**config.mk**
```make
export PLATFORM = sky130hd
export DESIGN_NAME = memory_controller
export DESIGN_NICKNAME = d
export VERILOG_FILES = /design/src/rtl/memory_controller.sv
export SDC_FILE = /design/constraint.sdc
export NUM_CORES = 1
export LEC_CHECK = 0
export ABC_AREA = 1
export CORE_ASPECT_RATIO = 1.4
export CORE_UTILIZATION = 40
export CTS_CLUSTER_SIZE = 8
export DETAILED_ROUTE_END_ITERATION = 16
export PLACE_DENSITY = 0.72
export SKIP_CTS_REPAIR_TIMING = 1
export SYNTH_ARGS = -nofsm -noshare
export SYNTH_HDL_FRONTEND = slang
export SYNTH_SLANG_ARGS = --single-unit
```
**constraint.sdc**
```tcl
create_clock -name clk -period 4.8 [get_ports clk]
set_input_delay 0.48 -clock clk [delete_from_list [all_inputs] [get_ports clk]]
set_output_delay 0.48 -clock clk [all_outputs]
set_load 0.005 [all_outputs]
```
**src/rtl/memory_controller.sv**
```systemverilog
// Byte-serial memory port initiator: assembles/splits 1/2/4-byte transfers for an
// instruction port and a data port. `MEM_CTRL_SIGN_EXT_EN adds data_signed for sub-word sign extension.
module memory_controller #(
  parameter int ADDR_WIDTH = 17,
  parameter int LEN        = 32,
  parameter int BYTE_SIZE  = 8
) (
  input  logic                  clk,
  input  logic                  rst,
  input  logic                  inst_req,
  input  logic [ADDR_WIDTH-1:0] inst_addr,
  output logic [LEN-1:0]        inst_data,
  output logic                  inst_done,
  input  logic                  data_req,
  input  logic                  data_we,
  input  logic [1:0]            data_size,
  input  logic [ADDR_WIDTH-1:0] data_addr,
  input  logic [LEN-1:0]        data_wdata,
`ifdef MEM_CTRL_SIGN_EXT_EN
  input  logic                  data_signed,
`endif
  output logic [LEN-1:0]        data_rdata,
  output logic                  data_done,
  output logic [1:0]            mem_vis_signal,
  output logic [ADDR_WIDTH-1:0] mem_vis_addr,
  output logic [BYTE_SIZE-1:0]  writen_data,
  input  logic [BYTE_SIZE-1:0]  mem_data
);

  localparam int NB = LEN / BYTE_SIZE;

  localparam logic [2:0] S_IDLE    = 3'd0;
  localparam logic [2:0] S_INST_RD = 3'd1;
  localparam logic [2:0] S_DATA_RD = 3'd2;
  localparam logic [2:0] S_DATA_WR = 3'd3;
  localparam logic [2:0] S_DONE    = 3'd4;

  localparam logic [1:0] CMD_IDLE      = 2'b00;
  localparam logic [1:0] CMD_READ_INST = 2'b01;
  localparam logic [1:0] CMD_READ_DATA = 2'b10;
  localparam logic [1:0] CMD_WRITE     = 2'b11;

  // Requesters hold req until their done pulse; the DONE cycle keeps a
  // still-high stale request from being re-accepted.
  logic [2:0]            state;
  logic [2:0]            cnt;
  logic [2:0]            nbytes;
  logic [ADDR_WIDTH-1:0] addr_q;
  logic [LEN-1:0]        wdata_q;
  logic [LEN-1:0]        rd_buf;
  logic                  signed_q;

  logic                  signed_in;
  logic [2:0]            size_n;
  logic [2:0]            next_idx;
  logic [2:0]            cap_idx;
  logic [LEN-1:0]        merged;
  logic [LEN-1:0]        extended;
  logic [BYTE_SIZE-1:0]  wr_byte;
  logic                  sign_bit;
  logic                  fill;

`ifdef MEM_CTRL_SIGN_EXT_EN
  assign signed_in = data_signed;
`else
  assign signed_in = 1'b0;
`endif

  always_comb begin
    case (data_size)
      2'b00:   size_n = 3'd1;
      2'b01:   size_n = 3'd2;
      default: size_n = 3'd4;
    endcase
  end

  // cnt holds the number of edges since acceptance minus one, so at the
  // current edge byte cnt+1 is issued and byte cnt-1 is captured.
  assign next_idx = cnt + 3'd1;
  assign cap_idx  = cnt - 3'd1;

  always_comb begin
    merged = rd_buf;
    for (int b = 0; b < NB; b++) begin
      if (cap_idx == 3'(b)) begin
        merged[b*BYTE_SIZE +: BYTE_SIZE] = mem_data;
      end
    end
  end

  always_comb begin
    case (nbytes)
      3'd1:    sign_bit = merged[BYTE_SIZE-1];
      3'd2:    sign_bit = merged[2*BYTE_SIZE-1];
      default: sign_bit = merged[LEN-1];
    endcase
    fill     = signed_q & sign_bit;
    extended = merged;
    for (int i = BYTE_SIZE; i < LEN; i++) begin
      if (i >= int'(nbytes) * BYTE_SIZE) begin
        extended[i] = fill;
      end
    end
  end

  always_comb begin
    wr_byte = '0;
    for (int b = 0; b < NB; b++) begin
      if (next_idx == 3'(b)) begin
        wr_byte = wdata_q[b*BYTE_SIZE +: BYTE_SIZE];
      end
    end
  end

  always_ff @(posedge clk) begin
    if (rst) begin
      state          <= S_IDLE;
      cnt            <= '0;
      nbytes         <= '0;
      addr_q         <= '0;
      wdata_q        <= '0;
      rd_buf         <= '0;
      signed_q       <= 1'b0;
      mem_vis_signal <= CMD_IDLE;
      mem_vis_addr   <= '0;
      writen_data    <= '0;
      inst_done      <= 1'b0;
      data_done      <= 1'b0;
      inst_data      <= '0;
      data_rdata     <= '0;
    end else begin
      inst_done <= 1'b0;
      data_done <= 1'b0;
      case (state)
        S_IDLE: begin
          cnt    <= '0;
          rd_buf <= '0;
          if (data_req) begin
            addr_q       <= data_addr;
            wdata_q      <= data_wdata;
            nbytes       <= size_n;
            signed_q     <= signed_in;
            mem_vis_addr <= data_addr;
            if (data_we) begin
              state          <= S_DATA_WR;
              mem_vis_signal <= CMD_WRITE;
              writen_data    <= data_wdata[BYTE_SIZE-1:0];
            end else begin
              state          <= S_DATA_RD;
              mem_vis_signal <= CMD_READ_DATA;
            end
          end else if (inst_req) begin
            addr_q         <= inst_addr;
            nbytes         <= 3'd4;
            signed_q       <= 1'b0;
            mem_vis_addr   <= inst_addr;
            state          <= S_INST_RD;
            mem_vis_signal <= CMD_READ_INST;
          end else begin
            mem_vis_signal <= CMD_IDLE;
          end
        end
        S_INST_RD, S_DATA_RD: begin
          cnt <= next_idx;
          if (cnt != 3'd0) begin
            rd_buf <= merged;
          end
          if (next_idx < nbytes) begin
            mem_vis_signal <= (state == S_INST_RD) ? CMD_READ_INST : CMD_READ_DATA;
            mem_vis_addr   <= addr_q + ADDR_WIDTH'(next_idx);
          end else begin
            mem_vis_signal <= CMD_IDLE;
          end
          if (cnt == nbytes) begin
            state <= S_DONE;
            if (state == S_INST_RD) begin
              inst_data <= extended;
              inst_done <= 1'b1;
            end else begin
              data_rdata <= extended;
              data_done  <= 1'b1;
            end
          end
        end
        S_DATA_WR: begin
          cnt <= next_idx;
          if (next_idx < nbytes) begin
            mem_vis_signal <= CMD_WRITE;
            mem_vis_addr   <= addr_q + ADDR_WIDTH'(next_idx);
            writen_data    <= wr_byte;
          end else begin
            mem_vis_signal <= CMD_IDLE;
            data_done      <= 1'b1;
            state          <= S_DONE;
          end
        end
        S_DONE: begin
          mem_vis_signal <= CMD_IDLE;
          state          <= S_IDLE;
        end
        default: begin
          mem_vis_signal <= CMD_IDLE;
          state          <= S_IDLE;
        end
      endcase
    end
  end

endmodule

```
# [Yosys cells after proc, flatten, opt, wreduce, memory -nomap -nowiden]
# Index checks and enable logic that the tools add are counted.
# Widths: inputs -> output; s select.
[word_totals] regBits=184
[op_classes] bitwise=4 order_cmp=25 n_eq_ne=21 n_mux=67 n_addsub=3 reduce_logical=20
[ops] operator="$ge 5x6->1 const A" n=16
[ops] operator="$mux 8" n=11
[ops] operator="$pmux 32 s2" n=1
[ops] operator="$mux 17" n=3
[ops] operator="$ge 4x6->1 const A" n=8
[ops] operator="$pmux 17 s2" n=1
[ops] operator="$mux 1" n=33
[ops] operator="$mux 32" n=1
[ops] operator="$eq 3x2->1 const B" n=7
[ops] operator="$mux 3" n=6
[ops] operator="$add 17x3->17" n=1
[ops] operator="$pmux 8 s2" n=1
[ops] operator="$eq 3x1->1 const B" n=4
[ops] operator="$ne 2x2->1 const B" n=6
[ops] operator="$pmux 3 s2" n=2
[ops] operator="$reduce_and 3->1" n=4
[ops] operator="$logic_not 3->1" n=3
[ops] operator="$pmux 3 s3" n=1
[ops] operator="$mux 2" n=4
[ops] operator="$reduce_bool 2->1" n=4
[ops] operator="$pmux 2 s3" n=1
[ops] operator="$reduce_and 2->1" n=3
[ops] operator="$reduce_or 3->1" n=2
[ops] operator="$pmux 1 s2" n=2
[ops] operator="13 further kinds" n=15

# [Logic depth before layout (Yosys ltp)]
[logic_depth] word_depth=8 depth_mapped=13 depth_no_buf=13

# [Worst setup path after synthesis]
# No wires, ideal clock.
[synth_timing] path_kind="register to register" startpoint="reg cnt[0]" endpoint="reg mem_vis_addr[12]" path_stages_with_launch=13 slack_ps=2649 arrival_ps=2019 t_required_ps=4668 path_buffers=0 path_cell_list="dfxtp_1 > inv_1 > ha_1 > inv_1 > fa_1 > inv_1 > nand3_1 > nand2_1 > nand2_1 > o21ai_0 > nand3_1 > nand2_1 > a21oi_1"
[synth_between] elab_chain_len=4 word_cells_on_any_way=7 classes_between="2 x add/sub; 1 x order compare; 1 x eq/ne; 2 x mux; 1 x reduce/logical"
[synth_lines] element="start: declaration" line_no="46" source="logic [2:0] cnt;"
[synth_lines] element="start signal: assignment" line_no="164" source="cnt <= next_idx;"
[synth_lines] element="start signal: assignment" line_no="186" source="cnt <= next_idx;"
[synth_lines] element="$add 3x1->3 *" line_no="79" source="assign next_idx = cnt + 3'd1;"
[synth_lines] element="$add 17x3->17 / $lt 3x3->1 (equally long branches)"
[synth_lines] element="$mux 17 / $ne 2x1->1 (equally long branches)"
[synth_lines] element="$pmux 17 s2 / $reduce_and 3->1 (equally long branches)"
[synth_lines] element="end signal: assignment" line_no="143" source="mem_vis_addr <= data_addr;"
[synth_lines] element="end signal: assignment" line_no="170" source="mem_vis_addr <= addr_q + ADDR_WIDTH'(next_idx);"
[synth_lines] element="end signal: assignment" line_no="189" source="mem_vis_addr <= addr_q + ADDR_WIDTH'(next_idx);"
[synth_lines] element="end: declaration" line_no="25" source="output logic [ADDR_WIDTH-1:0] mem_vis_addr,"
# Every way passes the cells marked *; elsewhere a longest branch is shown, timed or not. The select of a mux whose other input is x is not followed.
# A chain may end at the register's enable or synchronous reset.

# [Worst setup path in the final report]
# Ends and elaborated chain as after synthesis.

==> impl_metrics.yaml <==
sta:
  rsz0062_at_grt: "no"
  worst_slew_pin_slew_ns: 1.161
  skew_ns: 0.008337
  fin_crit_ns: 2.796
  timing.setup.tns_ns: 0
  slew_headroom: 0.2260
  whs_ns: 0.4544
  fmax_mhz: 357.6
  finalSetupViolCount: 0
  hold_viol: 0
  worst_slack_ns: 2.004
  finalCritPeriodShare: 0.5825
  maxSlewViolCount: 0
route:
  routed-wl-met3_mm: 1.134
  finalWirelength_mm: 23.15
  wire_per_inst_um: 15.01
  met1_length_mm: 9.784
  drt-initial-drc-count: 448
  vias: 7865
  drc: 0
  top_layer_used: "met4"
  routed_via_density: 5.101
  drtAntennaViolNets: 0
  wl_met2_mm: 11.64
  drtPass1Iterations: 5
synthesis:
  yosys.area.top_type: "dfxtp_1"
  synth_area_leaders: "dfxtp_1, nand2_1, a21oi_1, o21ai_0, inv_1"
  synth_seq_cells: 183
  synth_top_area_frac: 0.4503
  syn_inst: 1142
  ys_warn_count: 0
  synth_nets: 1237
  synth-seq-area-share: 0.4503
  synth_common_cells: "nand2_1, dfxtp_1, a21oi_1, o21ai_0, inv_1"
  synth_edf_count: 0
  yosysMostFrequentCell: "nand2_1"
  ys_async_sr_fraction: 0
  avgSynthCellArea_um2: 7.125
  yosysUniqueCellTypes: 36
  synth-main-ff-cell: "dfxtp_1"
  syn-cell-area_um2: 8137
power:
  total_power_mw: 4.381
  clock_power_share: 0.319
  swShare: 0.3217
  power.internal_mw: 2.972
  power_frac_comb: 0.262
  power_leakage_nw: 4.096
  ir_drop_v: 0.0002511
  power.switching_mw: 1.409
  power_density_nw_per_um2: 417.1
  seqPwrFrac: 0.420
clocking:
  htree_levels: 4
  cts_root_buffer: "clkbuf_16"
  cts_sinks: 183
  clkSlewWorstSetupHoldPaths_ns: 0.07
  cts_tree: "done"
  cts_buffer_depth: 2
  cts_inserted_buffers: 17
  worst_skew_pair.late_latency_ns: 0.44
die:
  io_pins: 174
  die_h_um: 170.8
  die_area_um2: 20920
  initial_core_util: 0.4085
  core-area_um2: 19920
  rows: 61
  chipWidth_um: 122.5
global_route:
  gr-total-overflow: 0
  grtUsageTotal: 0.2232
  grt_pass1_wl_mm: 36.67
  grt_max_degree: 80
  antenna_found_initial: 1
  grt_pass1_vias: 7454
setup_path:
  worstPathArrival_ns: 3.08
  worstPathRequired_ns: 5.09
  r2r_cells: 12
  worst-setup-path-type: "reg2reg"
  r2r_setup_slack_ns: 2.00
  r2r-end: "mem_vis_addr[12]"
  critical_path.startpoint_type: "flop"
  r2r-start: "cnt[0]"
  critPathCaptureType: "flop"
  crit_fanout: 6
place:
  gp_congestion: 0.8984
  portBuffers: 173
  hpwl_mm: 16.33
  place_ws_ns: 1.878
run_status:
  status: "complete, no violations"
final_layout:
  final_util: 0.5272
  drive_gt1_frac: 0.04810
  nFillCells: 1922
  nNetsFinal: 1371
  synthToLayoutAreaGrowth_pct: 29.08
min_path:
  hold_path_class: "reg2reg"
  hold_path_end: "wdata_q[15]"
  min_from: "wdata_q[15]"
  holdPathStages: 2
flow_run:
  maxCapViolCount: 0
[worst max path at each step]
stage          slack, ns  cells after the start               end      from
3_5_place_dp        1.88                      8       wdata_q[16]  data_req
4_1_cts             1.99                      7   mem_vis_addr[4]  state[0]
5_1_grt             1.79                      7   mem_vis_addr[4]  state[0]
2_1_floorplan       2.65                     12  mem_vis_addr[12]    cnt[0]
6_report            2.00                     12  mem_vis_addr[12]    cnt[0]
3_3_place_gp        1.95                      8       wdata_q[16]  data_req
[area by class of cell]
type / instances / area [um2] / area share
clock inverters: 13 / 146.4 / 0.01394
multi-input cells: 809 / 3844 / 0.3660
diodes: 1 / 2.502 / 0.0002383
inverters: 85 / 319.1 / 0.03038
repair buffers: 180 / 1779 / 0.1694
flip-flops and latches: 183 / 3664 / 0.3488
clock buffers: 19 / 432.9 / 0.04122
well taps: 252 / 315.3 / 0.03002
[cells by family (layout without fill, tap and decap cells)]
family,after synthesis,count (layout),share of synthesized area
AOI/OAI and AO/OA,330,330,0.2085
buffers and inverters,150,297,0.07858
muxes,10,10,0.01230
xor gates and xnor gates,4,4,0.005229
adders and majority gates,14,14,0.02245
and+or+nand+nor,451,451,0.2227
DFF,183,183,0.4503
other,0,1,0
[routing by layer]
metal,vias up,global-route usage
met5,-,0
met4,0,0.08484
met2,180,0.3957
met3,39,0.04533
met1,3622,0.2601
li1,4024,-
[cell usage in the layout, fill, tap and decap left out, types with 7 or more instances in the layout]
cell type / n
nand2_1: 308
ha_1: 13
a21oi_1: 167
clkdlybuf4s50_1: 172
o21ai_0: 144
inv_1: 75
mux2i_1: 10
o211ai_1: 8
dfxtp_1: 183
clkbuf_16: 17
nor2_1: 74
inv_2: 10
buf_4: 7
nand3_1: 54
[power by group through the flow]
stage / combinational (mW) / clock (mW) / sequential (mW)
2_1_floorplan: 0.681 / 0 / 1.85
3_3_place_gp: 1.13 / 0 / 1.86
3_5_place_dp: 1.14 / 0 / 1.87
4_1_cts: 1.16 / 1.41 / 1.84
5_1_grt: 1.28 / 1.48 / 1.86
6_report: 1.15 / 1.40 / 1.84
[state kept, by name, summed over array words and instances (netlist names)]
signal          cells
data_rdata         32
state               3
data_done           1
wdata_q            32
mem_vis_signal      2
addr_q             17
inst_data          32
nbytes              3
writen_data         8
mem_vis_addr       17
inst_done           1
cnt                 3
rd_buf             32
[stage by stage]
| step | cells | cell area (um2) |
|---|---|---|
| 2_1_floorplan | 1142 | 8137 |
| 3_3_place_gp | 1509 | 9921 |
| 3_5_place_dp | 1509 | 9921 |
| 4_1_cts | 1541 | 10500 |
| 5_1_grt | 1541 | 10500 |
| 6_report | 1542 | 10500 |
[worst max-delay path: stages, from the launching register on]
cell	delay (ns)
dfxtp_1	0.45
inv_1	0.17
ha_1	0.41
inv_1	0.09
fa_1	0.44
inv_1	0.10
nand3_1	0.09
nand2_1	0.22
nand2_1	0.22
o21ai_0	0.20
nand3_1	0.09
nand2_1	0.11
a21oi_1	0.06
(Power assumes the default switching activity.)
